$ cat config.mk
export PLATFORM = sky130hd
export DESIGN_NAME = forwarding_hazard_unit
export DESIGN_NICKNAME = d
export VERILOG_FILES = /design/src/rtl/forwarding_hazard_unit.sv
export SDC_FILE = /design/constraint.sdc
export NUM_CORES = 1
export LEC_CHECK = 0
export CORE_AREA = 2 2 100 102
export CTS_BUF_LIST = sky130_fd_sc_hd__clkbuf_8
export DETAILED_ROUTE_END_ITERATION = 10
export DIE_AREA = 0 0 102 104
export PLACE_DENSITY = 0.88
export SLEW_MARGIN = 40
export SYNTH_ARGS = -nofsm -noshare
export SYNTH_HDL_FRONTEND = slang
export SYNTH_SLANG_ARGS = --single-unit
$ cat constraint.sdc
create_clock -name clk -period 6.6 [get_ports clk]
set_input_delay 0.99 -clock clk [delete_from_list [all_inputs] [get_ports clk]]
set_output_delay 0.99 -clock clk [all_outputs]
set_load 0.005 [all_outputs]
$ cat src/rtl/forwarding_hazard_unit.sv
// forwarding_hazard_unit
//   Selects each EX-stage ALU operand from EX/MEM, MEM/WB, a one-deep
//   WB-history bypass register or the register file. Also detects load-use
//   hazards between ID and EX and holds stall/flush_idex for LOAD_LAT cycles.
//   Build macro FWD_STATS_EN adds saturating stall/forward event counters
//   (stat_stall_cnt, stat_fwd_cnt). Without it, those ports do not exist.
//   Reset is synchronous and active-high (rst).

module forwarding_hazard_unit #(
  parameter int DATA_W   = 32,
  parameter int ADDR_W   = 5,
  parameter int NUM_SRC  = 2,
  parameter int LOAD_LAT = 1
) (
  input  logic                      clk,
  input  logic                      rst,
  // EX stage operand sources
  input  logic [NUM_SRC*ADDR_W-1:0] ex_src_addr,
  input  logic [NUM_SRC*DATA_W-1:0] ex_reg_data,
  input  logic [ADDR_W-1:0]         ex_mem_rd,
  input  logic                      ex_mem_wen,
  input  logic [DATA_W-1:0]         ex_mem_data,
  input  logic [ADDR_W-1:0]         mem_wb_rd,
  input  logic                      mem_wb_wen,
  input  logic [DATA_W-1:0]         mem_wb_data,
  // ID stage reads and the instruction currently in EX
  input  logic [NUM_SRC*ADDR_W-1:0] id_src_addr,
  input  logic [NUM_SRC-1:0]        id_src_valid,
  input  logic [ADDR_W-1:0]         idex_rd,
  input  logic                      idex_wen,
  input  logic                      idex_is_load,
  // Results
  output logic [NUM_SRC*DATA_W-1:0] ex_operand,
  output logic [2*NUM_SRC-1:0]      fwd_sel,
  output logic                      stall,
  output logic                      flush_idex
`ifdef FWD_STATS_EN
  ,
  output logic [31:0]               stat_stall_cnt,
  output logic [31:0]               stat_fwd_cnt
`endif
);

  // Per-operand source select encoding seen on fwd_sel.
  typedef enum logic [1:0] {
    SEL_RF    = 2'b00,
    SEL_MEMWB = 2'b01,
    SEL_EXMEM = 2'b10,
    SEL_HIST  = 2'b11
  } fwd_sel_e;

  typedef enum logic {
    ST_IDLE  = 1'b0,
    ST_STALL = 1'b1
  } state_e;

  // The hazard cycle itself is the first stall cycle, so STALL covers the
  // remaining LOAD_LAT-1 cycles; cnt counts down to zero from LOAD_LAT-2.
  localparam logic [1:0] CNT_INIT = (LOAD_LAT > 1) ? 2'(LOAD_LAT - 2) : 2'd0;

  // --------------------------------------------------------------------------
  // WB-history bypass register
  // --------------------------------------------------------------------------
  logic              hist_valid_q, hist_valid_d;
  logic [ADDR_W-1:0] hist_rd_q,    hist_rd_d;
  logic [DATA_W-1:0] hist_data_q,  hist_data_d;
  logic              hist_valid_eff;

  // Capture every MEM/WB writeback so a register file without write-through
  // can still be bypassed one cycle later.
  always_comb begin
    // NOTE: every signal written here gets a value on every path first, so
    // no latch can be inferred.
    hist_valid_d = mem_wb_wen && (mem_wb_rd != '0);
    hist_rd_d    = mem_wb_rd;
    hist_data_d  = mem_wb_data;
    if (rst) begin
      hist_valid_d = 1'b0;
      hist_rd_d    = '0;
      hist_data_d  = '0;
    end
  end

  // History flops; reset is folded into the _d logic above.
  always_ff @(posedge clk) begin
    // NOTE: state is updated with <= so all flops sample pre-edge values.
    hist_valid_q <= hist_valid_d;
    hist_rd_q    <= hist_rd_d;
    hist_data_q  <= hist_data_d;
  end

  // While rst is high the bypass is treated as empty even before the edge
  // that clears it.
  assign hist_valid_eff = hist_valid_q && !rst;

  // --------------------------------------------------------------------------
  // Operand forwarding (combinational, zero latency)
  // --------------------------------------------------------------------------
  for (genvar g = 0; g < NUM_SRC; g++) begin : g_op
    logic [ADDR_W-1:0] src;
    logic              src_nonzero;
    logic              hit_exmem;
    logic              hit_memwb;
    logic              hit_hist;
    fwd_sel_e          sel;
    logic [DATA_W-1:0] operand;

    assign src         = ex_src_addr[g*ADDR_W +: ADDR_W];
    // x0 is hard-wired zero and must never be forwarded; because a hit also
    // needs rd==src, this single term excludes rd==0 as well.
    assign src_nonzero = (src != '0);
    assign hit_exmem   = src_nonzero && ex_mem_wen     && (ex_mem_rd == src);
    assign hit_memwb   = src_nonzero && mem_wb_wen     && (mem_wb_rd == src);
    assign hit_hist    = src_nonzero && hist_valid_eff && (hist_rd_q == src);

    // Youngest producer wins: EX/MEM, then MEM/WB, then history, then regfile.
    always_comb begin
      sel     = SEL_RF;
      operand = ex_reg_data[g*DATA_W +: DATA_W];
      if (hit_exmem) begin
        sel     = SEL_EXMEM;
        operand = ex_mem_data;
      end else if (hit_memwb) begin
        sel     = SEL_MEMWB;
        operand = mem_wb_data;
      end else if (hit_hist) begin
        sel     = SEL_HIST;
        operand = hist_data_q;
      end
    end

    assign fwd_sel[2*g +: 2]              = sel;
    assign ex_operand[g*DATA_W +: DATA_W] = operand;
  end

  // --------------------------------------------------------------------------
  // Load-use hazard detection
  // --------------------------------------------------------------------------
  logic [NUM_SRC-1:0] id_hit;
  logic               load_in_ex;
  logic               hazard;

  for (genvar g = 0; g < NUM_SRC; g++) begin : g_haz
    assign id_hit[g] = id_src_valid[g] && (id_src_addr[g*ADDR_W +: ADDR_W] == idex_rd);
  end

  assign load_in_ex = idex_is_load && idex_wen && (idex_rd != '0);
  assign hazard     = load_in_ex && (|id_hit);

  // --------------------------------------------------------------------------
  // Stall / flush FSM
  // --------------------------------------------------------------------------
  state_e     state_q, state_d;
  logic [1:0] cnt_q,   cnt_d;
  logic       stall_int;

  // Next-state and stall decode. The IDLE-cycle stall follows hazard directly
  // so the very cycle the hazard is seen is already frozen.
  always_comb begin
    state_d   = state_q;
    cnt_d     = cnt_q;
    stall_int = 1'b0;
    unique case (state_q)
      ST_IDLE: begin
        stall_int = hazard;
        // With LOAD_LAT==1 the bubble inserted now clears the hazard by
        // itself, so there is nothing left to count.
        if (hazard && (LOAD_LAT > 1)) begin
          state_d = ST_STALL;
          cnt_d   = CNT_INIT;
        end
      end
      ST_STALL: begin
        // The bubble already in EX may no longer show the load, so hazard
        // is deliberately ignored while counting down.
        stall_int = 1'b1;
        if (cnt_q == 2'd0) begin
          state_d = ST_IDLE;
        end else begin
          cnt_d = cnt_q - 2'd1;
        end
      end
      default: begin
        state_d = ST_IDLE;
        cnt_d   = 2'd0;
      end
    endcase
    // Reset aborts any stall sequence immediately and masks the outputs.
    if (rst) begin
      state_d   = ST_IDLE;
      cnt_d     = 2'd0;
      stall_int = 1'b0;
    end
  end

  // FSM state register.
  always_ff @(posedge clk) begin
    state_q <= state_d;
    cnt_q   <= cnt_d;
  end

  assign stall      = stall_int;
  assign flush_idex = stall_int;

`ifdef FWD_STATS_EN
  // --------------------------------------------------------------------------
  // Event counters
  // --------------------------------------------------------------------------
  logic [31:0] stall_cnt_q, stall_cnt_d;
  logic [31:0] fwd_cnt_q,   fwd_cnt_d;
  logic        any_fwd;

  assign any_fwd = |fwd_sel;

  // Saturating increments; clearing on rst takes precedence.
  always_comb begin
    stall_cnt_d = stall_cnt_q;
    fwd_cnt_d   = fwd_cnt_q;
    if (stall_int && (stall_cnt_q != 32'hFFFF_FFFF)) begin
      stall_cnt_d = stall_cnt_q + 32'd1;
    end
    if (any_fwd && (fwd_cnt_q != 32'hFFFF_FFFF)) begin
      fwd_cnt_d = fwd_cnt_q + 32'd1;
    end
    if (rst) begin
      stall_cnt_d = '0;
      fwd_cnt_d   = '0;
    end
  end

  // Counter registers.
  always_ff @(posedge clk) begin
    stall_cnt_q <= stall_cnt_d;
    fwd_cnt_q   <= fwd_cnt_d;
  end

  assign stat_stall_cnt = stall_cnt_q;
  assign stat_fwd_cnt   = fwd_cnt_q;
`endif

endmodule

# == After elaboration in Yosys (flattened, before gate mapping) ==
# Cells that the tools add are included.
# totals
register_bits,41
output_inout_bits,70
word_cells,59
# classes
addsub,1
eq_ne,8
muxes,15
n_bitwise,2
reduce_logical,28
# ops
op,count
32-bit 2-to-1 mux,6
5-bit == test,8
5-bit nonzero test,4
1-bit logical AND,19
2-bit 2-to-1 mux,6
2-bit OR reduction,2
2-bit zero test,1
1-bit 2-to-1 mux,2
1-bit NOT,2
1-bit one-hot mux with 2 select lines,1
2-bit AND reduction,1
"2-bit by 1-bit subtractor with 2-bit output, second input constant",1
1-bit zero test,1

# == Longest topological paths before layout ==
# Gate-level depths: netlist of the first run.
# depth
depth_word,7
depth_mapped,8

# == Worst setup path before layout of the first run ==
# Ideal clock, no wire load.
# synth_timing
path_kind,in2out
start,input ex_src_addr[0]
end,output ex_operand[10]
arrival_time_ps,2538
required_ps,5610
slack_ps,3072
cell_stages,8
path_buffers,3
cell_sequence,clkbuf_1 xor2_1 nor3_1 nor2b_1 clkbuf_1 clkbuf_1 a221oi_1 o31ai_1
# synth_via
elab_chain_len,6
word_cells_on_any_way,13
# synth_lines
item,line,rtl
start: declaration,18,"input logic [NUM_SRC*ADDR_W-1:0] ex_src_addr,"
5-bit nonzero test,111,assign src_nonzero = (src != '0);
1-bit logical AND (2 in series),114,assign hit_hist = src_nonzero && hist_valid_eff && (hist_rd_q == src);
32-bit 2-to-1 mux,126,end else if (hit_hist) begin
32-bit 2-to-1 mux,123,end else if (hit_memwb) begin
32-bit 2-to-1 mux (*),120,if (hit_exmem) begin
end: declaration,33,"output logic [NUM_SRC*DATA_W-1:0] ex_operand,"
# Every way passes the cells marked *; elsewhere a longest branch is shown, timed or not.

# == Final worst setup path of the first run ==
# layout_timing
start,input ex_src_addr[0]
end,output ex_operand[25]
# Same word-level chain as after synthesis.

==> results of run 1 <==
state kept, by name, summed over array words and instances (netlist names):
| name | flops |
|---|---|
| hist_data_q | 32 |
| hist_rd_q | 5 |
| cnt_q | 2 |
| hist_valid_q | 1 |
| state_q | 1 |
power by group:
group | total, W | switching [W] | internal (W) | leakage [nW]
logic | 0.000313 | 0.000115 | 0.000198 | 1.80
registers | 0.000263 | 0.00000338 | 0.000259 | 0.341
clock network | 0.000204 | 0.0000827 | 0.000122 | 0.0626
cells in the final DEF, fill, tap and decap left out, types with 29 or more instances in the layout:
cell and count:
o21ai_0 29, nor2b_1 39, dfxtp_1 41, and2_1 32, o31ai_1 32, o21ai_1 36, nor2_1 38, nand2_1 71
clkdlybuf4s50_1 239, a221oi_1 38, xnor2_1 33
path summary, 6_finish.rpt:
path | endpoint | slack, ns | depth (start not counted)
max | ex_operand[25] | 1.39 | 8
min reg2reg | cnt_q[1] | 0.53 | 2
min | cnt_q[1] | 0.53 | 2
max reg2reg | cnt_q[1] | 5.35 | 5
kinds of logic (layout without fill, tap and decap cells):
family / count (synthesis) / count (layout) / synth area share (%)
simple gates: 206 / 206 / 27.1
compound gates: 170 / 170 / 35.7
buf+inv: 53 / 263 / 6.30
flops: 41 / 41 / 21.6
xor+xnor: 39 / 39 / 9.01
fa+ha+maj: 1 / 1 / 0.330
per-layer routing:
layer	GRT usage (%)	part of all wire, %	vias up
met5	0	0	-
met3	4.10	7.3	40
met2	49.1	50	284
met4	11.8	2.6	0
met1	34.4	40	2311
li1	-	-	2279
area by class of cell:
class                   count  area [sq um]
flip-flops and latches     41           821
well taps                 133           166
clock inverters             2          33.8
fillers                   812          3170
clock buffers               6          82.6
multi-input cells         416          2780
repair buffers            251          2480
inverters                   4          15.0
worst max-delay path: stages:
cell and delay (ns):
clkdlybuf4s50_1 0.56, xor2_1 0.23, nor3_1 0.31, nor2b_2 0.70, buf_4 0.37, a221oi_1 0.11, o31ai_1 0.39, clkdlybuf4s50_1 0.57
through the flow:
| step | util, % | instances | total power (W) | hold slack (ns) | setup slack, ns |
|---|---|---|---|---|---|
| finish | 66.8 | 853 | 0.000781 | 0.528 | 1.39 |
| global route | 66.8 | 853 | 0.000818 | 0.550 | 1.25 |
| CTS | 66.8 | 853 | 0.000784 | 0.531 | 1.45 |
| detailed placement | 65.6 | 845 | 0.000579 | 0.520 | 1.45 |
| global placement | 65.5 | 845 | 0.000573 | 0.486 | 1.51 |
| floorplan | - | 510 | 0.000374 | 0.478 | 3.07 |
==> impl_metrics.json, run 1 <==
{
  "postPlaceCellArea_sq_um": 6260,
  "drive_above_1_share_pct": 7.92,
  "grt_setup_unrepaired": "no",
  "tritoncts": "done",
  "synth.yosys.warnings": 0,
  "overflow": 0,
  "postCtsHoldBufs": 0,
  "finalSetupTns_ns": 0,
  "crit_arrival_ns": 4.22,
  "synth_area_sq_um": 3790,
  "netlist_top_cells_count": "nand2_1, dfxtp_1, nor2b_1",
  "worstSetupStartpointType": "input pin",
  "setup_viol": 0,
  "clock_latency_ns": 0.28,
  "drt-total-wl_um": 15700,
  "dr_total_vias": 4914,
  "dr.pass1.iters": 5,
  "die_h_um": 104,
  "syn_to_final_growth_pct": 68.2,
  "outcome": "finished, final reports clean",
  "h-tree-depth": 2,
  "slew_violations": 0,
  "yosys.area.top_type_share_pct": 21.6,
  "cts_root_buf": "clkbuf_8",
  "portBuffers": 240,
  "ir_drop_mv": 0.107,
  "ant_nets": 0,
  "cp-end-kind": "output pin",
  "chipWidth_um": 102,
  "antenna_found_initial": 0,
  "cp_max_fo": 17,
  "post-route-cell-area_sq_um": 6380,
  "grt_start_max_net_pins": 67,
  "tightest_slew_ns": 0.811,
  "dieArea_sq_um": 10600,
  "powerDensity_nw_per_um2": 122,
  "syn-num-nets": 682,
  "drc": 0,
  "ys_top_cells_by_area": "dfxtp_1, a221oi_2, a221oi_1, xnor2_1, nand2_1",
  "synth.most_common_cell": "nand2_1",
  "grt_pass1_vias": 5034,
  "cts_resized": 0,
  "fin_crit_ns": 5.21,
  "coreArea_sq_um": 9550,
  "place.gp.congestion": 0.896,
  "cp-startpoint": "ex_src_addr[0]",
  "wl_per_cell_um": 18.4,
  "drtIter0Drc": 323,
  "hold_path.class": "reg -> reg",
  "hold_violations": 0,
  "nets": 891,
  "slew_headroom_pct": 45.6,
  "grt_pass1_wl_um": 24600,
  "cts_buffers": 5,
  "cts_max_path_buffers": 2,
  "cts_setup_buffers": 0,
  "clk_pin_slew_ns": 0.07,
  "dp_hpwl_um": 11500,
  "num_io_pins": 241,
  "fmax_mhz": 192,
  "vias_per_cell": 5.76,
  "synth-edff-count": 0,
  "syn_avg_cell_area_sq_um": 7.44,
  "skew_ns": 0.0000682,
  "initial_core_util_pct": 39.7,
  "period_share_pct": 79.0,
  "ys_seq_area_share_pct": 21.6,
  "synth_top_area_cell": "dfxtp_1",
  "row_count": 36,
  "reg2reg_from": "cnt_q[0]",
  "critical_path_class": "in -> out",
  "syn_inst": 510,
  "ys_types": 37,
  "synthArstFlopShare_pct": 0,
  "synthFlopType": "dfxtp_1",
  "n_antenna_cell": 0,
  "grt_use_total_pct": 28.3,
  "p_leak_nw": 2.20,
  "cp.required_ns": 5.61,
  "ys_ff_latch": 41,
  "max_cap_violations": 0,
  "clkSinkCount": 41,
  "min_from": "cnt_q[1]"
}
(Power assumes the default switching activity.)
==> run 2, diff against run 1 <==
Settings changed: CORE_AREA 2 2 100 102 to 2 2 103 105, DIE_AREA 0 0 102 104 to 0 0 105 107, PLACE_DENSITY 0.88 to 0.83.
Clock period 6.6 ns to 5.4 ns, I/O delays scaled along.
==> impl_metrics.json, run 2 (synthesis results as in run 1) <==
{
  "outcome": "finished, final reports clean",
  "max_cap_violations": 0,
  "grt_use_total_pct": 26.4,
  "clock_latency_ns": 0.28,
  "post-route-util_pct": 63.2,
  "slowest_stage": "nand3b_2",
  "crit_buf_inv": 2,
  "cp_max_fo": 34,
  "tritoncts": "done",
  "fmax_mhz": 210,
  "place.gp.congestion": 0.936,
  "overflow": 0,
  "finalSetupTns_ns": 0,
  "hold_path.class": "reg -> reg",
  "chipWidth_um": 105,
  "cts_resized": 0,
  "die_h_um": 107,
  "regMostFlops": "hist_data_q",
  "grt_start_max_net_pins": 67,
  "setup_viol": 0,
  "antenna_found_initial": 0,
  "hold_violations": 0,
  "n_antenna_cell": 0,
  "row_count": 37,
  "post-route-cell-area_sq_um": 6380,
  "postPlaceCellArea_sq_um": 6290,
  "cts_max_path_buffers": 2,
  "path_cells": "clkdlybuf4s50_1 > or4_1 > o211ai_1 > nand3b_2 > a221oi_1 > o31ai_1 > clkdlybuf4s50_1",
  "cpMostUsedCell": "clkdlybuf4s50_1",
  "layout_common_cells": "clkdlybuf4s50_1, nand2_1, dfxtp_1, nor2b_1",
  "skew_ns": 0.0000598,
  "period_share_pct": 88.2,
  "p_leak_nw": 2.21,
  "crit_arrival_ns": 3.95,
  "clk_pin_slew_ns": 0.08,
  "drtIter0Drc": 217,
  "largest_register_ffs": 32,
  "cp.required_ns": 4.59,
  "vias_per_cell": 5.59,
  "powerDensity_nw_per_um2": 141,
  "dp_hpwl_um": 11700,
  "slew_headroom_pct": 45.8,
  "worstSetupStartpointType": "input pin",
  "cts_root_buf": "clkbuf_8",
  "drt-total-wl_um": 15500,
  "grt_pass1_vias": 4866,
  "drc": 0,
  "cts_buffers": 5,
  "tightest_slew_ns": 0.808,
  "filler_cell_count": 926,
  "cp-end-kind": "output pin",
  "dr_total_vias": 4810,
  "ir_drop_mv": 0.0954,
  "drive_above_1_share_pct": 8.15,
  "syn_to_final_growth_pct": 68.2,
  "critical_path_class": "in -> out",
  "wl_per_cell_um": 18.1,
  "layout_commonest_cell": "clkdlybuf4s50_1",
  "cts_setup_buffers": 0,
  "p_total_w": 0.000898,
  "grt_setup_unrepaired": "no",
  "num_io_pins": 241,
  "top_regs": "hist_data_q: 32 flops, hist_rd_q: 5 flops, cnt_q: 2 flops",
  "critical-path-top-delay-family": "simple AND/OR/NAND/NOR gates",
  "nets": 896,
  "slew_violations": 0,
  "grt_pass1_wl_um": 24100,
  "dr.pass1.iters": 5,
  "dieArea_sq_um": 11200,
  "ant_nets": 0,
  "slowest_delay_ns": 0.64,
  "postCtsHoldBufs": 0,
  "fin_crit_ns": 4.76,
  "portBuffers": 240,
  "coreArea_sq_um": 10100,
  "h-tree-depth": 2,
  "clkSinkCount": 41,
  "initial_core_util_pct": 37.6
}
run 2: layout make-up:
type / count / area (sq um) / share of cell area [%]
inverter: 4 / 15.0 / 0.235
sequential: 41 / 821 / 12.9
tap: 136 / 170 / 2.67
clock buffer: 6 / 82.6 / 1.29
multi-input combinational: 416 / 2770 / 43.4
timing repair buffer: 256 / 2520 / 39.5
clock inverter: 1 / 3.75 / 0.0588
run 2: through the flow:
step / setup slack (ns) / std cells / hold slack (ns)
after floorplan: 2.23 / 510 / 0.478
after CTS: 0.646 / 860 / 0.544
final: 0.639 / 860 / 0.539
after global routing: 0.486 / 860 / 0.568
after detailed placement: 0.653 / 853 / 0.522
after global placement: 0.714 / 853 / 0.485
run 2: worst paths after layout:
| check | startpoint | endpoint | slack (ns) | depth (start not counted) |
|---|---|---|---|---|
| setup / recovery | ex_src_addr[4] | ex_operand[24] | 0.64 | 7 |
| hold / removal | cnt_q[0] | cnt_q[0] | 0.54 | 2 |
| setup reg to reg | cnt_q[0] | cnt_q[1] | 4.19 | 5 |
| hold reg to reg | cnt_q[0] | cnt_q[0] | 0.54 | 2 |
run 2: worst register-to-register path, delay by kind of cell (launching register included):
family | cells | cell delay [ns]
buffers and inverters | 1 | 0.05
AOI/OAI and AO/OA | 1 | 0.20
DFF | 1 | 0.35
adders and majority gates | 1 | 0.19
and+or+nand+nor | 2 | 0.33
run 2: metal layers:
layer | track usage [%] | wire (um) | part of all wire [%]
met5 | 0 | 0 | 0
met2 | 48.3 | 7990 | 51
met4 | 11.4 | 406 | 2.6
met3 | 5.29 | 1170 | 7.5
met1 | 29.5 | 5980 | 38
run 2: where the power goes:
| part | switching, W | internal, W | total (W) |
|---|---|---|---|
| Clock | 0.0000966 | 0.0000995 | 0.000196 |
| Combinational | 0.000138 | 0.000243 | 0.000381 |
| Sequential | 0.00000398 | 0.000317 | 0.000321 |
